<file path="config.mk">
export PLATFORM = sky130hd
export DESIGN_NAME = param_universal_reg
export DESIGN_NICKNAME = d
export VERILOG_FILES = /design/src/rtl/pur_pkg.sv /design/src/rtl/pur_next_state.sv /design/src/rtl/param_universal_reg.sv
export SDC_FILE = /design/constraint.sdc
export NUM_CORES = 1
export LEC_CHECK = 0
export ABC_CLOCK_PERIOD_IN_PS = 6200
export CAP_MARGIN = 20
export CORE_ASPECT_RATIO = 1.25
export CORE_MARGIN = 1.5
export CORE_UTILIZATION = 50
export CTS_BUF_LIST = sky130_fd_sc_hd__clkbuf_4
export CTS_CLUSTER_SIZE = 14
export DETAILED_ROUTE_END_ITERATION = 8
export MAX_ROUTING_LAYER = met4
export PLACE_DENSITY = 0.87
export SLEW_MARGIN = 5
export SYNTH_ARGS = -nofsm -noshare
export SYNTH_HDL_FRONTEND = slang
export SYNTH_SLANG_ARGS = --single-unit
</file>
<file path="constraint.sdc">
create_clock -name clk -period 6.2 [get_ports clk]
set_input_delay 1.24 -clock clk [delete_from_list [all_inputs] [get_ports clk]]
set_output_delay 1.24 -clock clk [all_outputs]
set_load 0.05 [all_outputs]
</file>
<file path="src/rtl/pur_pkg.sv">
// Shared types for the universal register.
// Mode encoding and width of the mode bus.
package pur_pkg;

  localparam int PUR_MODE_W = 3;

  typedef enum logic [PUR_MODE_W-1:0] {
    PUR_HOLD,
    PUR_LOAD,
    PUR_SHL,
    PUR_SHR,
    PUR_ROL,
    PUR_ROR,
    PUR_INC,
    PUR_DEC
  } pur_mode_e;

endpackage

</file>
<file path="src/rtl/pur_next_state.sv">
// Next-value datapath for the universal register.
// Optional wrap flag under PUR_TC_EN.
module pur_next_state
  import pur_pkg::*;
#(
  parameter int WIDTH = 8
) (
  input  logic [WIDTH-1:0] q,
  input  logic [WIDTH-1:0] d,
  input  pur_mode_e        mode,
  input  logic             serInL,
  input  logic             serInR,
`ifdef PUR_TC_EN
  output logic             wrap,
`endif
  output logic [WIDTH-1:0] nextQ
);

  // Select the candidate value for the selected operation.
  always_comb begin
    nextQ = q;
    unique case (mode)
      PUR_HOLD: nextQ = q;
      PUR_LOAD: nextQ = d;
      PUR_SHL:  nextQ = {q[WIDTH-2:0], serInL};
      PUR_SHR:  nextQ = {serInR, q[WIDTH-1:1]};
      PUR_ROL:  nextQ = {q[WIDTH-2:0], q[WIDTH-1]};
      PUR_ROR:  nextQ = {q[0], q[WIDTH-1:1]};
      PUR_INC:  nextQ = q + 1'b1;
      PUR_DEC:  nextQ = q - 1'b1;
      default:  nextQ = q;
    endcase
  end

`ifdef PUR_TC_EN
  // Count wraps past either end of the unsigned range.
  always_comb begin
    wrap = 1'b0;
    if (mode == PUR_INC && (&q))
      wrap = 1'b1;
    else if (mode == PUR_DEC && ~(|q))
      wrap = 1'b1;
  end
`endif

endmodule

</file>
<file path="src/rtl/param_universal_reg.sv">
// Universal register: hold/load/shift/rotate/count.
// Define PUR_TC_EN to add the terminal-count pulse tc.
module param_universal_reg
  import pur_pkg::*;
#(
  parameter int               WIDTH     = 8,
  parameter logic [WIDTH-1:0] RESET_VAL = '0
) (
  input  logic             clk,
  input  logic             aReset,
  input  logic             reset,
  input  logic             enable,
  input  logic [2:0]       mode,
  input  logic [WIDTH-1:0] D,
  input  logic             serInL,
  input  logic             serInR,
  output logic [WIDTH-1:0] Q,
  output logic [WIDTH-1:0] Qbar,
  output logic             serOutL,
`ifdef PUR_TC_EN
  output logic             tc,
`endif
  output logic             serOutR
);

  logic [WIDTH-1:0] r_q;
  logic [WIDTH-1:0] w_next;
`ifdef PUR_TC_EN
  logic             w_wrap;
  logic             r_tc;
`endif

  pur_next_state #(
    .WIDTH (WIDTH)
  ) u_next (
    .q      (r_q),
    .d      (D),
    .mode   (pur_mode_e'(mode)),
    .serInL (serInL),
    .serInR (serInR),
`ifdef PUR_TC_EN
    .wrap   (w_wrap),
`endif
    .nextQ  (w_next)
  );

  // State register: async clear, sync clear, enable.
  always_ff @(posedge clk or negedge aReset) begin
    if (!aReset)
      r_q <= RESET_VAL;
    else if (!reset)
      r_q <= RESET_VAL;
    else if (enable)
      r_q <= w_next;
  end

`ifdef PUR_TC_EN
  // One-cycle pulse on the edge that wraps the count.
  always_ff @(posedge clk or negedge aReset) begin
    if (!aReset)
      r_tc <= 1'b0;
    else if (!reset || !enable)
      r_tc <= 1'b0;
    else
      r_tc <= w_wrap;
  end

  assign tc = r_tc;
`endif

  assign Q       = r_q;
  assign Qbar    = ~r_q;
  assign serOutL = r_q[WIDTH-1];
  assign serOutR = r_q[0];

endmodule

</file>
==> out/metrics.yaml <==
critical_path_required_ns: 6.37
timing.max_cap.violations: 0
finalCriticalPeriod_ns: 3.98
p_switching_uw: 91.1
drt-total-wl_um: 2810
yosysWarningCount: 0
worstSkewPairLatency_ns: 0.25
synth_cell_types: 48
clkSlewWorstSetupHoldPaths_ns: 0.05
final.setup_skew_ns: 0.00479
final_layout_size_suffix_gt1_share_pct: 3.77
setup_repair_after_global_routing_missed_its_margin: "no"
drt_iter0_markers: 45
post-route-drc-count: 0
synth.yosys.seq_area_share_pct: 20.0
dp.cells: 175
cts_root_buf: "clkbuf_4"
status: "complete, no violations"
grt_first_pass_wirelength_um: 4720
netSwitchingFraction_pct: 43.4
synth-edff-count: 0
dr.pass1.iters: 5
post-route-period-util_pct: 64.1
yosys_register_bits: 8
final_hold_viol_count: 0
power.clock.fraction_pct: 18.6
number_of_flip_flops_in_the_largest_register: 8
dpl-instance-area_um2: 1290
count_of_input_and_output_buffers: 34
postSynthNetCount: 154
leakage_uw: 0.000495
die_area_um2: 2280
internal-power_uw: 119
synthArstFlopShare_pct: 100
globalplace.congestion: 0.899
max_slew_vio_count: 0
floorplan.core_area_um2: 1830
grt_pass1_vias: 1000
yosys_most_used_dff: "dfrtp_1"
cts_tree: "done"
ir_worst_vdd_v: 0.0000768
instances_no_fill: 178
synthesis.instances: 136
floorplan.io_pins: 35
kind_of_critical_path: "input pin to flop"
nNetsFinal: 179
grt_overflow_total: 0
number_of_antenna_violations_at_the_first_check_in_global_routing: 0
timing.hold.worst.class: "flop to flop"
power_density_nw_per_um2: 159
mappedNetlistArea_um2: 1000
critical_path_fanouts_max: 22
seq_power_share_pct: 31.8
fin_tns_setup_ns: 0
dp_hpwl_um: 2140
standard_cell_rows: 17
remaining_number_of_nets_flagged_by_the_antenna_check_after_routing: 0
start_util_pct: 54.7
clock.fmax_mhz: 251
hold_buf_cts: 0
synth.avg_cell_area_um2: 7.35
max-slew-margin-rel_pct: 47.8
synthToLayoutAreaGrowth_pct: 31.8
maximum_number_of_pins_on_one_net_before_global_route_repair: 26
clock_tree.buffer_depth: 2
comb_power_share_pct: 49.6
route.detailed.wl_per_inst_um: 15.8
track_usage_pct: 28.3
setup_viol: 0
post_cts_resized: 0
design_power_total_uw: 210
cts.repair_timing.setup_buffer_count: 0
design_area_um2: 1320
detail_route.vias_per_cell: 6.61
number_of_buffers_added_by_the_clock_tree_synthesis_step: 3
htreeDepth: 1
antenna_cells_inserted: 0
clkSinkCount: 8
critical_path.startpoint_type: "input pin"
critPathCaptureType: "flop"
die-width_um: 43.0
tightest_slew_ns: 0.781
whs_ns: 0.708
die_height_um: 53.0
worst_ep_arrival_time_ns: 4.15
via_count: 1177
-- worst paths after layout --
| path | slack (ns) | start | depth (start not counted) | endpoint |
|---|---|---|---|---|
| setup / recovery | 2.22 | mode[0] | 8 | Q[6] |
| hold / removal | 0.71 | Q[4] | 2 | Q[4] |
| setup reg to reg | 3.82 | Q[1] | 7 | Q[6] |
| hold reg to reg | 0.71 | Q[4] | 2 | Q[4] |
| max in group asynchronous | 4.69 | aReset | 1 | Q[3] |
| min in group asynchronous | 1.26 | aReset | 1 | Q[4] |
-- synthesized netlist by cell type, types with 3 or more instances --
master	instances	area, µm²
or4_1	4	30.0
a31oi_1	3	18.8
nand2_1	11	41.3
o31ai_1	3	22.5
nor2b_1	5	31.3
a21oi_1	5	25.0
nand4_1	3	18.8
mux2_1	3	33.8
inv_1	8	30.0
nor3_1	3	15.0
o21ai_0	9	45.0
clkbuf_1	4	15.0
buf_2	7	35.0
nand3_1	3	15.0
mux2i_1	4	40.0
nor2_1	11	41.3
a211o_1	3	26.3
dfrtp_1	8	200
-- worst max-delay path, stage by stage --
cell	delay, ns
clkdlybuf4s50_1	0.97
and3_1	0.38
xnor2_1	0.10
ha_1	0.22
or4_1	0.42
or4_1	0.43
a211o_1	0.30
o211ai_1	0.08
-- metal layers --
metal  track usage (%)  part of all wire [%]  vias to the layer above
li1                  -                     -                      562
met1              35.1                    40                      534
met2              44.4                    49                       75
met3              4.10                   9.3                        6
met4              15.2                   1.4                        0
met5                 -                     0                        -
-- layout make-up --
class | instances | area [µm²]
timing repair buffer | 34 | 340
multi-input combinational | 104 | 693
fill | 159 | 512
inverter | 10 | 37.5
clock buffer | 3 | 22.5
sequential | 8 | 200
tap | 19 | 23.8
-- power by group through the flow --
stage	Sequential, µW	Combinational [µW]	Clock (µW)
finish	66.8	104	39.1
global route	67.5	112	44.9
CTS	66.3	104	41.3
detailed placement	67.1	104	0
global placement	67.1	102	0
floorplan	73.6	61.8	0
-- cells in the final DEF (no fill, tap or decap), types with 2 or more instances in the layout --
cell / instances
clkdlybuf4s50_1: 34
nand2_1: 11
nor2_1: 11
o21ai_0: 9
dfrtp_1: 8
inv_1: 8
nor2b_1: 5
a21oi_1: 5
or4_1: 4
mux2i_1: 4
nor3_1: 3
mux2_1: 3
nand4_1: 3
a31oi_1: 3
a211o_1: 3
nand3_1: 3
o31ai_1: 3
clkbuf_4: 3
inv_2: 2
or3_1: 2
o211ai_1: 2
a211oi_1: 2
o2bb2ai_1: 2
o2111ai_1: 2
nor4b_1: 2
a221oi_1: 2
-- through the flow --
stage	setup WS [ns]	util [%]
floorplan	3.05	-
detailed placement	1.99	70.8
global route	2.03	72.0
finish	2.22	72.0
global placement	2.06	70.8
CTS	2.26	72.0
-- cell families (layout without fill, tap and decap cells) --
family,Yosys count,after routing,synth area share [%]
multiplexers,8,8,8.51
XOR/XNOR,1,1,0.876
flip-flops,8,8,20.0
adder cells (fa/ha/maj),2,2,2.25
AO/OA/AOI/OAI,45,45,32.3
AND/OR/NAND/NOR,48,48,25.4
buffers and inverters,24,47,10.6
No activity file was read; power rests on OpenSTA's default activity.
